## src/rtl/traffic_ctrl.sv

```systemverilog
// Traffic light phase controller: steps a one-hot phase through a fixed sequence
// on per-phase timer expiry, with hold, pedestrian walk, cycle counting and fault flag.
module traffic_ctrl (
    input  logic       clk,
    input  logic       rst,
    input  logic [6:0] done_state,
    input  logic       hold,
    input  logic       ped_req,
    output logic [6:0] curr_state,
    output logic       dp_cnt_rst,
    output logic       ped_walk,
    output logic [7:0] cycle_cnt,
    output logic       err
);

    typedef enum logic [6:0] {
        G1    = 7'b0000001,
        NONE1 = 7'b0000010,
        G2    = 7'b0000100,
        NONE2 = 7'b0001000,
        G3    = 7'b0010000,
        Y     = 7'b0100000,
        R     = 7'b1000000
    } state_e;

    state_e     state_q, state_d;
    logic       first_q;
    logic       ped_pend_q, ped_pend_d;
    logic       ped_walk_q, ped_walk_d;
    logic [7:0] cycle_cnt_q, cycle_cnt_d;
    logic       err_q, err_d;
    logic       onehot;
    logic       adv;

    always_ff @(posedge clk or posedge rst) begin
        if (rst) begin
            state_q     <= G1;
            first_q     <= 1'b1;
            ped_pend_q  <= 1'b0;
            ped_walk_q  <= 1'b0;
            cycle_cnt_q <= 8'd0;
            err_q       <= 1'b0;
        end else begin
            state_q     <= state_d;
            first_q     <= 1'b0;
            ped_pend_q  <= ped_pend_d;
            ped_walk_q  <= ped_walk_d;
            cycle_cnt_q <= cycle_cnt_d;
            err_q       <= err_d;
        end
    end

    always_comb begin
        onehot      = $onehot(state_q);
        // Only the current phase's own done bit may advance it
        adv         = onehot && !first_q && !hold && (|(done_state & state_q));
        state_d     = state_q;
        ped_pend_d  = ped_pend_q | ped_req;
        ped_walk_d  = ped_walk_q;
        cycle_cnt_d = cycle_cnt_q;
        err_d       = err_q | !onehot | (!first_q && (|(done_state & ~state_q)));
        dp_cnt_rst  = adv | hold | rst | first_q | !onehot;

        if (!onehot) begin
            state_d    = R;
            ped_walk_d = 1'b0;
        end else if (adv) begin
            case (state_q)
                G1:    state_d = NONE1;
                NONE1: state_d = G2;
                G2:    state_d = NONE2;
                NONE2: state_d = G3;
                G3:    state_d = Y;
                Y: begin
                    state_d    = R;
                    ped_walk_d = ped_pend_q | ped_req;
                    ped_pend_d = 1'b0;
                end
                R: begin
                    state_d     = G1;
                    ped_walk_d  = 1'b0;
                    cycle_cnt_d = cycle_cnt_q + 8'd1;
                end
                default: state_d = R;
            endcase
        end
    end

    assign curr_state = state_q;
    assign ped_walk   = ped_walk_q;
    assign cycle_cnt  = cycle_cnt_q;
    assign err        = err_q;

endmodule

```

## config.mk

```make
export PLATFORM = sky130hd
export DESIGN_NAME = traffic_ctrl
export DESIGN_NICKNAME = d
export VERILOG_FILES = /design/src/rtl/traffic_ctrl.sv
export SDC_FILE = /design/constraint.sdc
export NUM_CORES = 1
export LEC_CHECK = 0
export ABC_CLOCK_PERIOD_IN_PS = 4290
export BUFFER_PORTS_ARGS = -buffer_cell sky130_fd_sc_hd__buf_4
export CAP_MARGIN = 15
export CORE_ASPECT_RATIO = 1.4
export CORE_UTILIZATION = 56
export CTS_BUF_LIST = sky130_fd_sc_hd__clkbuf_4 sky130_fd_sc_hd__clkbuf_8
export DETAILED_ROUTE_END_ITERATION = 8
export GPL_ROUTABILITY_DRIVEN = 0
export GPL_TIMING_DRIVEN = 1
export PLACE_DENSITY = 0.82
export SETUP_SLACK_MARGIN = 0.4
export SLEW_MARGIN = 20
export SYNTH_ARGS = -nofsm -noshare
export SYNTH_HDL_FRONTEND = slang
export SYNTH_SLANG_ARGS = --single-unit
```

## constraint.sdc

```tcl
create_clock -name clk -period 4.29 [get_ports clk]
set_clock_uncertainty 0.15 [all_clocks]
set_input_delay 0.2145 -clock clk [delete_from_list [all_inputs] [get_ports clk]]
set_output_delay 0.2145 -clock clk [all_outputs]
set_load 0.01 [all_outputs]
```

==> results of run 1 <==
per-stage QoR:
step,cell area [sq um],worst slack [ns],util,hold WS (ns),total power [mW]
after floorplan,1310,0.476,-,0.0224,0.485
after global placement,1490,0.343,0.682,0.219,0.553
after detailed placement,1490,0.195,0.682,0.222,0.568
after CTS,1590,0.250,0.729,0.0401,0.699
after global routing,1610,0.304,0.741,0.0776,0.760
final,1610,0.400,0.741,0.0352,0.718
final timing paths:
kind                            depth (start not counted)            end
worst max-delay path                                   10     dp_cnt_rst
min in group asynchronous                               3   cycle_cnt[3]
max in group asynchronous                               3  curr_state[3]
worst min-delay path                                    3     ped_pend_q
worst max register to register                         12  curr_state[3]
worst min register to register                          1   cycle_cnt[7]
worst max-delay path, cell delays in order, from the launching register on:
cell and delay, ns:
dfstp_2 0.57, inv_2 0.06, fa_1 0.50, fa_1 0.43
fa_2 0.35, inv_2 0.06, fa_2 0.44, or3_4 0.36
nor3_4 0.15, nand3_2 0.10, buf_6 0.17
synth_stat cells, types with 3 or more instances:
| cell | instances |
|---|---|
| xor2_1 | 8 |
| inv_1 | 11 |
| nand2_1 | 7 |
| o211ai_1 | 4 |
| nor3_1 | 3 |
| a22oi_1 | 3 |
| nand4_1 | 4 |
| ha_1 | 4 |
| o21ai_0 | 4 |
| nor2_1 | 4 |
| a21oi_1 | 4 |
| dfrtp_1 | 17 |
| fa_1 | 4 |
| nand3_1 | 5 |
power by group:
group / total, mW / switching [mW] / internal [mW] / leakage, nW
Combinational: 0.377 / 0.205 / 0.172 / 0.517
Sequential: 0.246 / 0.0397 / 0.206 / 0.235
Clock: 0.0947 / 0.0598 / 0.0349 / 0.0177
cells in the final DEF (no fill, tap or decap), types with 3 or more instances in the layout:
| cell | n |
|---|---|
| a21oi_1 | 4 |
| nor2_1 | 4 |
| dfrtp_1 | 15 |
| nand4_1 | 4 |
| inv_1 | 9 |
| clkbuf_4 | 3 |
| o211ai_1 | 4 |
| ha_1 | 4 |
| nand2_1 | 7 |
| o21ai_0 | 4 |
| nor3_1 | 3 |
| buf_4 | 34 |
| a22oi_1 | 3 |
| xor2_1 | 8 |
| nand3_1 | 4 |
repair_timing:
item,4_1_cts,5_1_grt
resized for setup,8,3
hold endpoints to repair,17,0
pin swaps,6,4
hold buffers,1,0
buffers inserted,5,2
gates cloned,0,0
setup endpoints to repair,15,3
kinds of logic (layout without fill, tap and decap cells):
group | count (synthesis) | count (layout) | synth area share
flip-flops | 19 | 19 | 0.366
adder cells (fa/ha/maj) | 8 | 8 | 0.0997
buffers and inverters | 16 | 51 | 0.0757
AO/OA/AOI/OAI | 27 | 27 | 0.148
XOR/XNOR | 8 | 8 | 0.0537
multiplexers | 2 | 2 | 0.0192
AND/OR/NAND/NOR | 44 | 44 | 0.235
other | 1 | 1 | 0.00287
final cells by class:
type	count	area, sq um	area share
Tap cell	22	27.5	0.0171
Sequential cell	19	480	0.298
Timing Repair Buffer	36	277	0.171
Clock inverter	1	5.00	0.00310
Clock buffer	3	22.5	0.0140
Multi-Input combinational cell	90	759	0.471
Inverter	11	41.3	0.0256
registers in the layout (all words and copies together), names as in the netlist:
register    cells
cycle_cnt       8
curr_state      7
err             1
first_q         1
ped_pend_q      1
ped_walk        1
routing by layer:
metal / wire length, microns / vias to the layer above
met4: 122 / 0
met5: 0 / -
li1: - / 524
met3: 138 / 14
met1: 1230 / 574
met2: 1590 / 52
==> Flow_metrics.wiki, run 1 <==
{| class="wikitable"
! Metric !! Value
|-
| Status || completed
|-
| Worst Min Path Start || ped_req
|-
| Vias in the first global route || 1127
|-
| Port-buffer cells || 28
|-
| Largest net degree at the start of global routing || 21
|-
| Power density over cell area || 445 nW/um^2
|-
| Total grt overflow || 0
|-
| Share of the clock period used by the worst path after layout || 0.907
|-
| Routed length per placed instance || 16.9 microns
|-
| Clock sink count || 19
|-
| Post-CTS clock slew at the launch and capture registers of the worst setup and hold paths || 0.11 ns
|-
| Setup repair after global routing missed its margin || true
|-
| Total half-perimeter wirelength after legalization and detailed placement || 2230 microns
|-
| Mean instance size in the synthesized netlist || 10.4 sq um
|-
| Die Footprint || 2530 sq um
|-
| Vias per cell || 6.40
|-
| Tightest slew margin relative to the limit || 0.500
|-
| Horizontal die dimension || 42.8 microns
|-
| Iteration-0 DRC Markers || 49
|-
| Flip-flop and latch count after synthesis || 19
|-
| CTS tree || built
|-
| Arrival time reported for the critical path endpoint || 3.53 ns
|-
| Top cells by area in the synthesized netlist || dfrtp_1, fa_1, xor2_1
|-
| Primary flip-flop cell chosen by synthesis mapping || dfrtp_1
|-
| Antenna Nets Post-Route || 0
|-
| Antenna violations before repair || 0
|-
| Max-slew violation count || 0
|-
| First-pass GRT wire length || 5030 microns
|-
| Count of antenna diodes in the layout || 0
|-
| IR drop worst, VDD || 0.253 mV
|-
| Register-to-Register Setup Slack || 0.41 ns
|-
| Number of fill cells || 158
|-
| Met3 Track Usage GR || 0.0396
|-
| Required time reported for the critical path endpoint || 3.93 ns
|-
| Async set or reset register ratio after synthesis || 1.00
|-
| Total of endpoints with negative setup slack in the final report || 0
|-
| Starting utilization of the core area || 0.599
|-
| Kind of critical path || reg2out
|-
| Area share of the largest cell type after synthesis || 0.326
|-
| Routed Wire Length || 3080 microns
|-
| Clock insertion delay at the later pin of the skew report || 0.31 ns
|-
| Cell Area, Synth || 1310 sq um
|-
| Setup TNS || 0 ns
|-
| Cts bufs inserted || 3
|-
| H-tree depth || 1
|-
| Total leakage power || 0.770 nW
|-
| Global-route met1 utilization || 0.308
|-
| Hold violation total from the final report || 0
|-
| Hold Path Class || in2reg
|-
| Number of synthesized flops with an enable pin || 0
|-
| Net count reported at finish || 180
|-
| Critical path launch point || curr_state[0]
|-
| Vias || 1164
|-
| Non-filler instance count after layout || 182
|-
| Most Used Layer, Global Route || met2
|-
| Maximum clock rate || 257 MHz
|-
| Post-route DRC violation count || 0
|-
| Share of post-route cells with drive strength above 1 || 0.406
|-
| Max Cap Violations || 0
|-
| Sequential cell area fraction in the yosys report || 0.366
|-
| Unique masters post-synth || 46
|-
| # rows || 20
|-
| Nature of the critical path endpoint || primary output
|-
| Maximum number of buffers from clock root to sink || 2
|-
| Syn nets || 144
|-
| Maximum fanout along the worst path || 4
|-
| Number of top-level design ports || 29
|-
| Vertical die dimension || 59.1 microns
|-
| Synthesized instance count || 125
|-
| Layout area overhead || 23.6%
|-
| Cell count after placement || 170
|-
| Aggregate global-route resource usage || 0.266
|-
| Measured slew at the worst slew-check pin || 0.749 ns
|-
| Post-route minimum period || 3.89 ns
|-
| Synthesis Warnings || 0
|-
| Met2 global-route usage || 0.457
|-
| Root buffer cell || clkbuf_4
|-
| Critical path launch point type || flop
|-
| Core ar. || 2180 sq um
|-
| R2R Path Start || curr_state[0]
|-
| First-pass DRT Iterations || 7
|-
| Synth area leader || dfrtp_1
|}
No activity file was read; power rests on OpenSTA's default activity.
==> run 2: changes to the inputs <==
--- a/config.mk
+++ b/config.mk
@@ -5,16 +5,16 @@
 export SDC_FILE = /design/constraint.sdc
 export NUM_CORES = 1
 export LEC_CHECK = 0
-export ABC_CLOCK_PERIOD_IN_PS = 4290
+export ABC_CLOCK_PERIOD_IN_PS = 3230
 export BUFFER_PORTS_ARGS = -buffer_cell sky130_fd_sc_hd__buf_4
 export CAP_MARGIN = 15
 export CORE_ASPECT_RATIO = 1.4
-export CORE_UTILIZATION = 56
+export CORE_UTILIZATION = 50
 export CTS_BUF_LIST = sky130_fd_sc_hd__clkbuf_4 sky130_fd_sc_hd__clkbuf_8
 export DETAILED_ROUTE_END_ITERATION = 8
 export GPL_ROUTABILITY_DRIVEN = 0
 export GPL_TIMING_DRIVEN = 1
-export PLACE_DENSITY = 0.82
+export PLACE_DENSITY = 0.77
 export SETUP_SLACK_MARGIN = 0.4
 export SLEW_MARGIN = 20
 export SYNTH_ARGS = -nofsm -noshare
==> constraint.sdc (replaced) <==
create_clock -name clk -period 3.23 [get_ports clk]
set_clock_uncertainty 0.15 [all_clocks]
set_input_delay 0.1615 -clock clk [delete_from_list [all_inputs] [get_ports clk]]
set_output_delay 0.1615 -clock clk [all_outputs]
set_load 0.01 [all_outputs]
==> Flow_metrics.wiki, run 2 (synthesis results as in run 1) <==
{| class="wikitable"
! Metric !! Value
|-
| Power density over cell area || 622 nW/um^2
|-
| Min setup slack post-route || -0.589 ns
|-
| Post-CTS clock slew at the launch and capture registers of the worst setup and hold paths || 0.12 ns
|-
| First-pass GRT wire length || 5700 microns
|-
| Port-buffer cells || 28
|-
| Share of the clock period used by the worst path after layout || 1.18
|-
| IR drop worst, VDD || 0.387 mV
|-
| Antenna Nets Post-Route || 0
|-
| Hold Path Class || in2reg
|-
| Measured slew at the worst slew-check pin || 0.725 ns
|-
| Post-route minimum period || 3.82 ns
|-
| Critical path launch point type || flop
|-
| Kind of critical path || reg2out
|-
| Clock sink count || 19
|-
| Number of top-level design ports || 29
|-
| Final design utilization || 0.745
|-
| Horizontal die dimension || 45.2 microns
|-
| Maximum clock rate || 262 MHz
|-
| Setup repair after global routing missed its margin || true
|-
| Layout area overhead || 39.5%
|-
| Arrival time reported for the critical path endpoint || 3.51 ns
|-
| Setup WS pre-CTS || -0.465 ns
|-
| Max Cap Violations || 0
|-
| Core ar. || 2440 sq um
|-
| Largest net degree at the start of global routing || 21
|-
| Iteration-0 DRC Markers || 57
|-
| Count of antenna diodes in the layout || 0
|-
| Maximum fanout along the worst path || 2
|-
| Total leakage power || 0.872 nW
|-
| Post-route DRC violation count || 0
|-
| Status || finished with violations
|-
| Vertical die dimension || 62.5 microns
|-
| Met3 Track Usage GR || 0.0260
|-
| Total grt overflow || 0
|-
| Die Footprint || 2820 sq um
|-
| Vias || 1239
|-
| Post-detailed-placement cell area || 1660 sq um
|-
| # rows || 21
|-
| Share of post-route cells with drive strength above 1 || 0.472
|-
| Vias in the first global route || 1279
|-
| Hold violation total from the final report || 0
|-
| Flip-flop count of the largest register, all copies and words added || 8
|-
| Clock insertion delay at the later pin of the skew report || 0.30 ns
|-
| Routed length per placed instance || 16.9 microns
|-
| Required time reported for the critical path endpoint || 2.92 ns
|-
| Maximum number of buffers from clock root to sink || 2
|-
| Vias per cell || 5.84
|-
| H-tree depth || 1
|-
| CTS tree || built
|-
| Most Used Layer, Global Route || met2
|-
| Antenna violations before repair || 0
|-
| Post-route cell area || 1820 sq um
|-
| Violated checks || negative setup slack
|-
| Global-route met1 utilization || 0.324
|-
| Most used cells in the layout excluding fill and tap cells || buf_4, dfrtp_1, inv_1, xor2_1, nand2_1
|-
| Tightest slew margin relative to the limit || 0.516
|-
| Total of endpoints with negative setup slack in the final report || 19
|-
| Starting utilization of the core area || 0.534
|-
| First-pass DRT Iterations || 4
|-
| Aggregate global-route resource usage || 0.272
|-
| Commonest non-fill, non-tap cell in the layout || buf_4
|-
| Met2 global-route usage || 0.487
|-
| Nature of the critical path endpoint || primary output
|-
| Max-slew violation count || 0
|-
| Root buffer cell || clkbuf_4
|-
| Net count reported at finish || 198
|-
| Routed Wire Length || 3590 microns
|-
| Total half-perimeter wirelength after legalization and detailed placement || 2610 microns
|-
| Cts bufs inserted || 3
|}
-- run 2: metrics by stage --
stage               total power, mW  instances  setup TNS [ns]  hold WS (ns)
floorplan                     0.655        125           -5.58       -0.0306
global placement              0.873        200           -5.23        0.0555
detailed placement            0.902        200           -6.45        0.0653
CTS                            1.11        210           -6.76       0.00186
global route                   1.19        212          -11.39        0.0138
finish                         1.13        212           -8.86       0.00363
-- run 2: path summary, 6_finish.rpt --
path                          startpoint       endpoint  slack, ns  cells past startpoint
min in group asynchronous            rst   cycle_cnt[6]       0.30                      4
max                        curr_state[0]     dp_cnt_rst      -0.59                     10
min reg2reg                 cycle_cnt[7]   cycle_cnt[7]       0.34                      1
max in group asynchronous            rst  curr_state[0]       2.36                      4
min                              ped_req     ped_pend_q      0.004                      3
max reg2reg                curr_state[0]   cycle_cnt[3]      -0.57                     12
-- run 2: cell type report --
| cell class | count | area (sq um) |
|---|---|---|
| multi-input cells | 90 | 792 |
| fillers | 178 | 623 |
| flip-flops and latches | 19 | 478 |
| repair buffers | 54 | 439 |
| well taps | 34 | 42.5 |
| inverters | 11 | 41.3 |
| clock buffers | 3 | 22.5 |
| clock inverters | 1 | 5.00 |
-- run 2: critical path, stage by stage, from the launching register on --
cell	delay (ns)
dfstp_2	0.55
inv_2	0.04
fa_1	0.52
fa_1	0.45
fa_2	0.35
inv_2	0.07
fa_2	0.45
or3_4	0.37
nor3_4	0.14
nand3_1	0.09
buf_4	0.18
-- run 2: power breakdown --
part | leakage, nW | total [mW] | switching [mW] | internal (mW)
Clock | 0.0177 | 0.123 | 0.0771 | 0.0461
Combinational | 0.616 | 0.696 | 0.345 | 0.350
Sequential | 0.238 | 0.314 | 0.0404 | 0.274
-- run 2: layer usage --
layer / vias to the layer above / share of wire
met2: 44 / 0.56
met4: 0 / 0.018
li1: 558 / -
met5: - / 0
met3: 10 / 0.033
met1: 627 / 0.39
-- run 2: timing repair --
action,in CTS,in global routing
setup buffers,5,2
resized for setup,8,6
hold endpoints to repair,19,0
hold buffers,1,0
endpoints found under the setup margin,19,19
pin swaps,7,5
